`config.mk`:
```
export PLATFORM = sky130hd
export DESIGN_NAME = lcd_digit_updater
export DESIGN_NICKNAME = d
export VERILOG_FILES = /design/src/rtl/lcd_digit_updater.sv
export SDC_FILE = /design/constraint.sdc
export NUM_CORES = 1
export LEC_CHECK = 0
export CORE_MARGIN = 1.5
export CORE_UTILIZATION = 61
export CTS_BUF_LIST = sky130_fd_sc_hd__clkbuf_2
export CTS_CLUSTER_DIAMETER = 120
export CTS_CLUSTER_SIZE = 8
export DETAILED_ROUTE_END_ITERATION = 16
export GPL_TIMING_DRIVEN = 1
export PLACE_DENSITY_LB_ADDON = 0.1
export SYNTH_ARGS = -nofsm -noshare
export SYNTH_HDL_FRONTEND = slang
export SYNTH_SLANG_ARGS = --single-unit
```
`constraint.sdc`:
```
create_clock -name sys_clk -period 2.72 [get_ports sys_clk]
set_clock_uncertainty 0.05 [all_clocks]
set_input_delay 0.544 -clock sys_clk [delete_from_list [all_inputs] [get_ports sys_clk]]
set_output_delay 0.544 -clock sys_clk [all_outputs]
set_load 0.005 [all_outputs]
```
`src/rtl/lcd_digit_updater.sv`:
```
// Feeds the LCD driver's digit write port: converts motor/displacement to BCD and writes only
// the digits that changed, paced so each LCD write and screen refresh completes first.
module lcd_digit_updater #(
   parameter int unsigned STARTUP_CYCLES = 6000,
   parameter int unsigned GAP_CYCLES     = 90000,
   parameter int unsigned GAP_W          = 17
) (
   input  logic       sys_clk,
   input  logic       reset_o,
   input  logic [3:0] motor_id,
   input  logic [9:0] displacement,
   input  logic       update_req,
   output logic       busy,
   output logic [1:0] number_index,
   output logic [3:0] number_in,
   output logic       number_modify_en
);

   localparam logic [GAP_W-1:0] StartupLast = GAP_W'(STARTUP_CYCLES - 1);
   localparam logic [GAP_W-1:0] GapLast     = GAP_W'(GAP_CYCLES - 1);

   typedef enum logic [2:0] {StStartup, StIdle, StConvert, StScan, StGap} state_e;

   state_e            state_q, state_d;
   logic [GAP_W-1:0]  cnt_q, cnt_d;
   logic [3:0]        step_q, step_d;
   logic [1:0]        idx_q, idx_d;
   logic              pending_q, pending_d;
   logic [3:0]        hold_motor_q;
   logic [9:0]        hold_disp_q;
   logic [3:0]        motor_dig_q, motor_dig_d;
   logic [9:0]        bin_q, bin_d;
   logic [11:0]       bcd_q, bcd_d;
   logic [3:0][3:0]   shadow_q, shadow_d;
   logic [3:0][3:0]   digits;
   logic [7:0]        bcd_adj;
   logic              busy_q, busy_d;
   logic [1:0]        index_q, index_d;
   logic [3:0]        in_q, in_d;
   logic              en_q, en_d;

   assign digits = {bcd_q[3:0], bcd_q[7:4], bcd_q[11:8], motor_dig_q};

   // Hundreds never reaches 5 before a shift since the operand is at most 999.
   always_comb begin
      bcd_adj = '0;
      for (int k = 0; k < 2; k++) begin
         bcd_adj[4*k +: 4] = (bcd_q[4*k +: 4] >= 4'd5) ? bcd_q[4*k +: 4] + 4'd3
                                                        : bcd_q[4*k +: 4];
      end
   end

   always_comb begin
      state_d     = state_q;
      cnt_d       = cnt_q;
      step_d      = step_q;
      idx_d       = idx_q;
      pending_d   = pending_q | update_req;
      motor_dig_d = motor_dig_q;
      bin_d       = bin_q;
      bcd_d       = bcd_q;
      shadow_d    = shadow_q;
      index_d     = index_q;
      in_d        = in_q;
      en_d        = 1'b0;
      case (state_q)
         StStartup: begin
            if (cnt_q == StartupLast) begin
               state_d = StIdle;
               cnt_d   = '0;
            end else begin
               cnt_d = cnt_q + 1'b1;
            end
         end
         StIdle: begin
            pending_d = 1'b0;
            if (update_req || pending_q) begin
               state_d = StConvert;
               step_d  = '0;
            end
         end
         StConvert: begin
            // First cycle snapshots the held request; the next ten are shift-add-3 steps.
            if (step_q == 4'd0) begin
               motor_dig_d = hold_motor_q;
               bin_d       = hold_disp_q;
               bcd_d       = '0;
               step_d      = 4'd1;
            end else begin
               bcd_d = {bcd_q[10:8], bcd_adj, bin_q[9]};
               bin_d = {bin_q[8:0], 1'b0};
               if (step_q == 4'd10) begin
                  state_d = StScan;
                  idx_d   = '0;
               end else begin
                  step_d = step_q + 4'd1;
               end
            end
         end
         StScan: begin
            if (digits[idx_q] != shadow_q[idx_q]) begin
               en_d             = 1'b1;
               index_d          = idx_q;
               in_d             = digits[idx_q];
               shadow_d[idx_q]  = digits[idx_q];
               state_d          = StGap;
               cnt_d            = '0;
            end else if (idx_q == 2'd3) begin
               state_d = StIdle;
            end else begin
               idx_d = idx_q + 2'd1;
            end
         end
         StGap: begin
            if (cnt_q == GapLast) begin
               cnt_d = '0;
               if (idx_q == 2'd3) begin
                  state_d = StIdle;
               end else begin
                  idx_d   = idx_q + 2'd1;
                  state_d = StScan;
               end
            end else begin
               cnt_d = cnt_q + 1'b1;
            end
         end
         default: state_d = StStartup;
      endcase
      // A fresh request from idle raises busy one cycle late; queued work keeps it high.
      busy_d = (state_d != StIdle || pending_d) && !(state_q == StIdle && !pending_q);
   end

   always_ff @(posedge sys_clk or negedge reset_o) begin
      if (!reset_o) begin
         state_q      <= StStartup;
         cnt_q        <= '0;
         step_q       <= '0;
         idx_q        <= '0;
         pending_q    <= 1'b0;
         hold_motor_q <= '0;
         hold_disp_q  <= '0;
         motor_dig_q  <= '0;
         bin_q        <= '0;
         bcd_q        <= '0;
         shadow_q     <= 16'h0001;
         busy_q       <= 1'b1;
         index_q      <= '0;
         in_q         <= '0;
         en_q         <= 1'b0;
      end else begin
         state_q     <= state_d;
         cnt_q       <= cnt_d;
         step_q      <= step_d;
         idx_q       <= idx_d;
         pending_q   <= pending_d;
         motor_dig_q <= motor_dig_d;
         bin_q       <= bin_d;
         bcd_q       <= bcd_d;
         shadow_q    <= shadow_d;
         busy_q      <= busy_d;
         index_q     <= index_d;
         in_q        <= in_d;
         en_q        <= en_d;
         if (update_req) begin
            hold_motor_q <= (motor_id > 4'd9) ? 4'd9 : motor_id;
            hold_disp_q  <= (displacement > 10'd999) ? 10'd999 : displacement;
         end
      end
   end

   assign busy             = busy_q;
   assign number_index     = index_q;
   assign number_in        = in_q;
   assign number_modify_en = en_q;

endmodule

```
# Word level (Yosys, flattened, before mapping)
# Index checks and enable logic that the tools add are counted.
[classes]
add_sub_neg = 5
order_cmp = 6
n_eq_ne = 17
mux = 39
n_bitwise = 1
n_reduce_logical = 17
[op_table]
columns = ["operator", "n"]
rows = [
  ["17-bit 2-to-1 mux", 3],
  ["17-bit case mux with 3 select lines", 1],
  ["4-bit 2-to-1 mux", 9],
  ["3-bit 2-to-1 mux", 7],
  ["10-bit 2-to-1 mux", 2],
  ["17-bit by 1-bit adder with 17-bit output (second input constant)", 1],
  ["17-bit by 13-bit == test with 1-bit output (second input constant)", 1],
  ["17-bit == test (second input constant)", 1],
  ["4-bit binary-select mux with 2-bit select", 2],
  ["16-bit bitwise mux", 1],
  ["3-bit case mux with 5 select lines", 1],
  ["12-bit 2-to-1 mux", 1],
  ["2-bit 2-to-1 mux", 6],
  ["2-bit != test (second input constant)", 6],
  ["10-bit greater-than comparator (second input constant)", 1],
  ["4-bit by 2-bit adder with 4-bit output (second input constant)", 2],
  ["4-bit demux with 2-bit select", 1],
  ["4-bit by 3-bit greater-or-equal comparator with 1-bit output (second input constant)", 2],
  ["4-bit case mux with 2 select lines", 1],
  ["3-bit by 2-bit == test with 1-bit output (second input constant)", 2],
  ["2-bit case mux with 3 select lines", 1],
  ["2-bit AND reduction", 3],
  ["3-bit nonzero test", 2],
  ["5-bit AND reduction", 1],
  ["other kinds (21)", 27],
]
[totals]
regBits = 91
in_bits = 17
out_inout_bits = 8

# Logic depth before layout (Yosys ltp)
# Gate-level depths: netlist (run 1).
[logic_depth]
depth_word = 8
ltp_mapped = 8

# Worst setup path after synthesis (run 1)
# OpenSTA, ideal clock, no wires.
[synth_path]
path_kind = "reg-to-reg"
startpoint = "register idx_q[0]"
endpoint = "register idx_q[0]"
setup_time_ns = 0.128
t_arrival_ns = 2.164
required_ns = 2.542
slack_ns = 0.378
path_stages_with_launch = 8
path_cell_list = "dfrtp_1 buf_6 mux4_1 xnor2_2 a41oi_4 nand2b_4 nor2_2 mux2_1"
[synth_between]
elab_chain_cells = 5
word_cells_on_any_way = 13
classes_between = "add/sub: 1; eq/ne: 3; mux: 8; reduce/logical: 1"
[synth_rtl]
columns = ["element", "line", "text"]
rows = [
  ["start, declared", "27", "logic [1:0] idx_q, idx_d;"],
  ["start signal, assigned", "154", "idx_q <= idx_d;"],
  ["4-bit binary-select mux with 2-bit select", "101", "if (digits[idx_q] != shadow_q[idx_q]) begin"],
  ["4-bit 2-to-1 mux (not written as such)", "101", ""],
  ["4-bit != test", "101", ""],
  ["2-bit != test (no line)", "n/a", ""],
  ["5-bit AND reduction (no line)", "n/a", ""],
]
# Several ways; a longest one is shown, not always the timed one. The select of a mux whose other input is x is not followed.
# A chain may end at the register's enable or synchronous reset.

# Final worst setup path (run 1)
# Ends and elaborated chain as after synthesis.

==> metrics.yaml, run 1 <==
outcome:
  status: "finished, final reports clean"
pwr:
  p_leak_nw: 2.35
  swShare_pct: 38.6
  vdd_drop_max_v: 0.000489
  power_frac_comb_pct: 39.6
  clkPwrFrac_pct: 17.3
  seq_power_share_pct: 43.1
  power.internal_w: 0.00277
  power_density_mw_per_mm2: 857
  p_sw_w: 0.00174
timing:
  tightest_slew_ns: 0.778
  max_clock_freq_mhz: 391
  slew_violations: 0
  layout_worst_path_cycle_share_pct: 94.1
  hold_viol_final: 0
  rsz0062_at_grt: "no"
  setup_viol: 0
  final.setup.tns_ns: 0
  finalCriticalPeriod_ns: 2.56
  slew_headroom_pct: 48.0
synthesis:
  syn_nets: 434
  ys_types: 59
  synth-xor-area-share_pct: 2.31
  synth_warnings: 0
  ys_ff_latch: 91
  synth_edf_count: 0
  synthMuxAreaShare_pct: 14.6
  synth-simple-area-share_pct: 11.8
  synth_top_area_share_pct: 47.2
  synthAdderAreaFrac_pct: 3.18
  syn_area_per_cell_um2: 11.7
  synth_top_family_by_area: "compound AO/OA/AOI/OAI gates"
  synth_seq_area_share_pct: 48.3
  synthTopCellsByArea: "dfrtp_1 (47%), mux2_2 (6.2%), a31oi_4 (4.1%)"
  synth_top_cell_by_area: "dfrtp_1"
  async_flop_share_pct: 100
  synth-compound-area-share_pct: 16.3
  synth_ff_type: "dfrtp_1"
  syn-cell-area_mm2: 0.00472
  synth_commonest_cells: "dfrtp_1 (89), nand2_1 (42), o21ai_0 (30), mux2_2 (26), inv_1 (19)"
  netlist_instances: 405
  synth.most_common_cell: "dfrtp_1"
finish:
  fillers: 528
  regArea_mm2: 0.00228
  final_area_mm2: 0.00527
  n_antenna_cell: 0
  nets: 468
  drive_above_1_share_pct: 19.1
  syn_to_final_growth_pct: 11.7
  multi_input_area_mm2: 0.00228
die:
  placeableCoreArea_mm2: 0.00737
  num_rows: 31
  die_x_um: 91.0
  start_util_pct: 64.0
  pin_count: 25
  dieArea_mm2: 0.00827
  die_y_um: 91.0
drt:
  wl_per_cell_um: 16.4
  drt_wl_total_mm: 8.89
  vias: 3251
  drc: 0
  dr.pass1.iters: 4
  ant_nets: 0
  drt_iter0_markers: 186
  viasPerCell: 5.99
grt:
  track_usage_pct: 23.1
  first_global_vias: 3221
  grt_max_degree: 92
  grt_pass1_wl_mm: 15.3
  gr-total-overflow: 0
  antenna_found_initial: 0
critical_path:
  cp-end-kind: "flip-flop"
  path_cells: "buf_12 > mux4_1 > xnor2_2 > a41oi_4 > nand2b_4 > nor2_2 > mux2_1"
  worst_path_max_delay_cell: "mux4_1"
  path_class: "flip-flop to flip-flop"
  crit_fanout: 7
  cp.arrival_ns: 2.99
  required_ns: 3.15
  cpPeakStageDelay_ns: 0.65
  cp-start-kind: "flip-flop"
job:
  cap_violations: 0
clocking:
  clock_path_buffers: 2
  clock-root-buffer: "clkbuf_2"
  cts.reportedPaths.clkPinSlew_ns: 0.25
  htree_levels: 3
  clock_latency_ns: 0.57
  cts_tree: "yes"
  cts.sinks: 91
  cts_made_buffers: 9
placement:
  gp_congestion: 0.809
  port_buffers: 24
  hpwlAfterDp_mm: 6.13
  place_area_mm2: 0.00510
min_path:
  hold_class: "input pin to flip-flop"
## worst max-delay path: cells and delay by family (launching register included)
kind            cells  cell delay (ns)
simple gates        2             0.34
compound gates      1             0.22
xor+xnor            1             0.26
flops               1             0.47
mux                 2             0.99
buf+inv             1             0.13
## timing repair
| item | 4_1_cts | 5_1_grt |
|---|---|---|
| hold endpoints to repair | 89 | 0 |
| endpoints found under the setup margin | 12 | 3 |
| hold buffers | 1 | 0 |
| buffers inserted | 0 | 1 |
| gates resized for setup | 1 | 0 |
## routing by layer
metal / wire length [um] / track usage (%) / vias up
met5: 0 / 0 / -
met3: 333 / 2.85 / 13
met2: 4160 / 36.4 / 67
met4: 135 / 9.24 / 0
met1: 4270 / 32.8 / 1620
li1: - / - / 1551
## cells in the final DEF, fill, tap and decap left out, types with 9 or more instances in the layout
cell,instances
inv_1,19
nand2b_1,9
nand3_1,12
mux2_2,26
buf_4,13
a31oi_4,9
nand2_1,42
a21oi_1,17
o21ai_0,30
clkbuf_2,10
ha_1,12
mux2i_1,13
clkdlybuf4s50_1,23
dfrtp_1,88
## state kept, by name (all words and copies together), names as in the netlist
register,cells
bcd_q,12
bin_q,10
busy,1
cnt_q,17
hold_disp_q,10
hold_motor_q,4
idx_q,2
motor_dig_q,4
number_in,4
number_index,2
number_modify_en,1
pending_q,1
shadow_q,16
state_q,3
step_q,4
## cells by family after synthesis
logic type                 count (synthesis)
AOI/OAI and AO/OA                         98
xor gates and xnor gates                   9
adders and majority gates                 12
buffers and inverters                     35
DFF                                       91
muxes                                     53
and+or+nand+nor                          107
## final timing paths
| check | startpoint | to | slack, ns | cells after the start |
|---|---|---|---|---|
| worst max-delay path | idx_q[0] | idx_q[0] | 0.16 | 7 |
| worst min-delay path | motor_id[0] | hold_motor_q[0] | 0.44 | 3 |
| worst max register to register | idx_q[0] | idx_q[0] | 0.16 | 7 |
| worst min register to register | bin_q[0] | bin_q[0] | 0.46 | 2 |
| max in group asynchronous | reset_o | bin_q[9] | 1.77 | 3 |
| min in group asynchronous | reset_o | number_in[2] | 0.47 | 3 |
## power groups by stage
stage          logic, W  registers, W  clock network, W
5_1_grt         0.00199       0.00198          0.000853
2_1_floorplan   0.00134       0.00186                 0
4_1_cts         0.00176       0.00195          0.000794
6_report        0.00179       0.00195          0.000782
3_3_place_gp    0.00169       0.00196                 0
3_5_place_dp    0.00175       0.00198                 0
## per-stage QoR
stage | setup slack [ns] | total power [W] | utilization (%) | hold WS (ns) | cells
final | 0.161 | 0.00452 | 71.5 | 0.443 | 543
after floorplan | 0.378 | 0.00320 | - | 0.198 | 405
after global placement | 0.101 | 0.00364 | 69.2 | 0.403 | 525
after global routing | 0.0449 | 0.00482 | 71.5 | 0.457 | 543
after detailed placement | -0.00978 | 0.00373 | 69.2 | 0.419 | 525
after CTS | 0.0978 | 0.00451 | 71.3 | 0.422 | 542
## layout make-up
class,instances,area share [%]
Timing Repair Buffer,39,7.17
Inverter,19,1.35
Sequential cell,91,43.3
Clock inverter,6,1.69
Tap cell,99,2.35
Clock buffer,10,0.949
Multi-Input combinational cell,279,43.2
Note: power is estimated with default switching activity, not from simulation.
==> run 2: changes to the inputs <==
--- a/config.mk
+++ b/config.mk
@@ -5,7 +5,7 @@
 export SDC_FILE = /design/constraint.sdc
 export NUM_CORES = 1
 export LEC_CHECK = 0
-export CORE_MARGIN = 1.5
+export CORE_MARGIN = 2
 export CORE_UTILIZATION = 61
 export CTS_BUF_LIST = sky130_fd_sc_hd__clkbuf_2
 export CTS_CLUSTER_DIAMETER = 120
==> run 2 against run 1 <==
Against the previous run: total power fell by 1.2%; sequential share of layout area about the same; register-to-register slack got worse by 0.03 ns; combinational power hardly changed; critical path depth stayed put; wire length rose by 1.0%; via count up 0.68%; sequential cell count did not move; clock power fell by 9.2%.
==> metrics.yaml, run 2 (same netlist as run 1, synthesis figures left out) <==
job:
  cap_violations: 0  # unchanged
timing:
  final.setup.tns_ns: 0  # unchanged
  slew_violations: 0  # unchanged
  max_clock_freq_mhz: 387  # -1.0%
  setup_slack_ns: 0.135  # -0.0258 ns
  finalCriticalPeriod_ns: 2.58  # +0.0258 ns
  hold_viol_final: 0  # unchanged
  setup_viol: 0  # unchanged
  rsz0062_at_grt: "no"
  slew_headroom_pct: 47.9  # about the same
  layout_worst_path_cycle_share_pct: 95.0  # +0.95 points
  tightest_slew_ns: 0.778  # +0.000399 ns
drt:
  vias: 3273  # +0.68%
  dr.pass1.iters: 5  # +1
  viasPerCell: 5.97  # -0.24%
  drt_iter0_markers: 155  # -17%
  ant_nets: 0  # unchanged
  drc: 0  # unchanged
  drt_wl_total_mm: 8.99  # +1.0%
  wl_per_cell_um: 16.4  # +0.11%
die:
  start_util_pct: 62.0  # -2.0 points
  pin_count: 25  # unchanged
  num_rows: 32  # +3.2%
  die_x_um: 92.0  # +1.1%
  die_y_um: 92.0  # +1.1%
  placeableCoreArea_mm2: 0.00761  # +3.2%
  dieArea_mm2: 0.00845  # +2.2%
finish:
  final_common_cell: "dfrtp_1"
  regArea_mm2: 0.00228  # unchanged
  reg_top3: "cnt_q: 17 flops, shadow_q: 16 flops, bcd_q: 12 flops"
  n_antenna_cell: 0  # unchanged
  final_area_mm2: 0.00527  # about the same
  max_flop_register: "cnt_q"
  most-common-layout-cells: "dfrtp_1 (88), nand2_1 (42), o21ai_0 (30)"
  multi_input_area_mm2: 0.00228  # unchanged
  largest_reg_flops: 17  # unchanged
  drive_above_1_share_pct: 19.5  # +0.36 points
  syn_to_final_growth_pct: 11.7  # about the same
  nets: 470  # +0.43%
  fillers: 574  # +8.7%
critical_path:
  cp-start-kind: "flip-flop"
  worstSetupEndpoint: "idx_q[0]"
  crit_fanout: 8  # +1
  cp-startpoint: "idx_q[0]"
  cp.arrival_ns: 3.00  # about the same
  r2r_start: "idx_q[0]"
  cp-end-kind: "flip-flop"
  required_ns: 3.13  # -0.02 ns
  rr_worst_depth: 7  # unchanged
  r2r-end: "idx_q[0]"
  path_class: "flip-flop to flip-flop"
  r2r_slack_ns: 0.14  # -0.03 ns
grt:
  grt_pass1_wl_mm: 15.5  # +1.3%
  track_usage_pct: 23.4  # +0.25 points
  grt_max_degree: 51  # -45%
  antenna_found_initial: 0  # unchanged
  use_met3_pct: 3.70  # +0.85 points
  gr-total-overflow: 0  # unchanged
  busiest_layer: "met2"
  first_global_vias: 3265  # +1.4%
  grt_util_met2_pct: 37.8  # +1.4 points
  grt_use_met1_pct: 31.8  # -0.92 points
clocking:
  cts.sinks: 91  # unchanged
  cts.reportedPaths.clkPinSlew_ns: 0.29  # +0.04 ns
  clock_latency_ns: 0.58  # about the same
  htree_levels: 3  # unchanged
  clock_path_buffers: 2  # unchanged
  clock-root-buffer: "clkbuf_2"
  cts_tree: "yes"
  cts_made_buffers: 9  # unchanged
placement:
  gp_congestion: 0.783  # -3.2%
  port_buffers: 24  # unchanged
  pre_cts_slack_ns: 0.0578  # +0.0676 ns
  hpwlAfterDp_mm: 6.37  # +3.8%
  place_area_mm2: 0.00512  # +0.32%
min_path:
  hold_class: "input pin to asynchronous set/reset pin"
outcome:
  status: "finished, final reports clean"
pwr:
  power_density_mw_per_mm2: 847  # -1.1%
  vdd_drop_max_v: 0.000489  # about the same
  p_leak_nw: 2.36  # +0.18%
-- run 2: changes by cell type in the layout (fill, tap and decap cells not counted), sizes merged --
cell	change
clkinvlp	-1
clkinv	+1
inv	+2
clkbuf	-1
bufinv	-1
buf	+2
-- run 2: worst min path at each step --
| stage | from | to | slack, ns | cells past startpoint |
|---|---|---|---|---|
| 6_report | reset_o | cnt_q[14] | 0.39 | 2 |
| 5_1_grt | reset_o | number_in[1] | 0.41 | 2 |
| 4_1_cts | reset_o | number_in[1] | 0.39 | 2 |
| 3_5_place_dp | number_in[2] | number_in[2] | 0.43 | 1 |
| 3_3_place_gp | bin_q[0] | bin_q[0] | 0.40 | 2 |
| 2_1_floorplan | reset_o | bcd_q[0] | 0.20 | 0 |
-- run 2: metal layers --
| metal | share of wire, % | wire, um |
|---|---|---|
| met1 | 48 | 4310 |
| met2 | 47 | 4210 |
| met3 | 3.0 | 270 |
| met4 | 2.2 | 195 |
| met5 | 0 | 0 |
-- run 2: repair_timing --
item                                    CTS  global route
endpoints found under the hold margin    39             0
endpoints found under the setup margin    0             8
hold buffers                              1             0
buffers inserted                          0             3
gates resized for setup                   0             1
-- run 2: stage by stage --
step                      utilization [%]  hold slack [ns]  total power, W  instances
after floorplan                         -            0.198         0.00320        405
final                                69.3            0.387         0.00446        548
after global placement               67.3            0.404         0.00367        528
after CTS                            69.0            0.389         0.00446        545
after detailed placement             67.3            0.426         0.00375        528
after global routing                 69.3            0.409         0.00478        548
-- run 2: final cells by class --
cell class / instances / area share (%)
multi-input combinational: 279 / 43.2
sequential: 91 / 43.3
inverter: 19 / 1.35
timing repair buffer: 41 / 7.45
tap: 102 / 2.42
clock inverter: 7 / 1.40
clock buffer: 9 / 0.855
-- run 2: power breakdown --
part | switching [W] | internal, W | leakage [nW] | total [W]
clock network | 0.000490 | 0.000220 | 0.0747 | 0.000710
registers | 0.000296 | 0.00166 | 1.18 | 0.00195
logic | 0.000978 | 0.000822 | 1.10 | 0.00180
-- run 2: critical path: stages, from the launching register on --
cell      delay (ns)
dfrtp_2         0.51
buf_12          0.14
mux4_1          0.60
xnor2_2         0.26
a41oi_4         0.23
nand2b_4        0.21
nor2_2          0.16
mux2_1          0.35
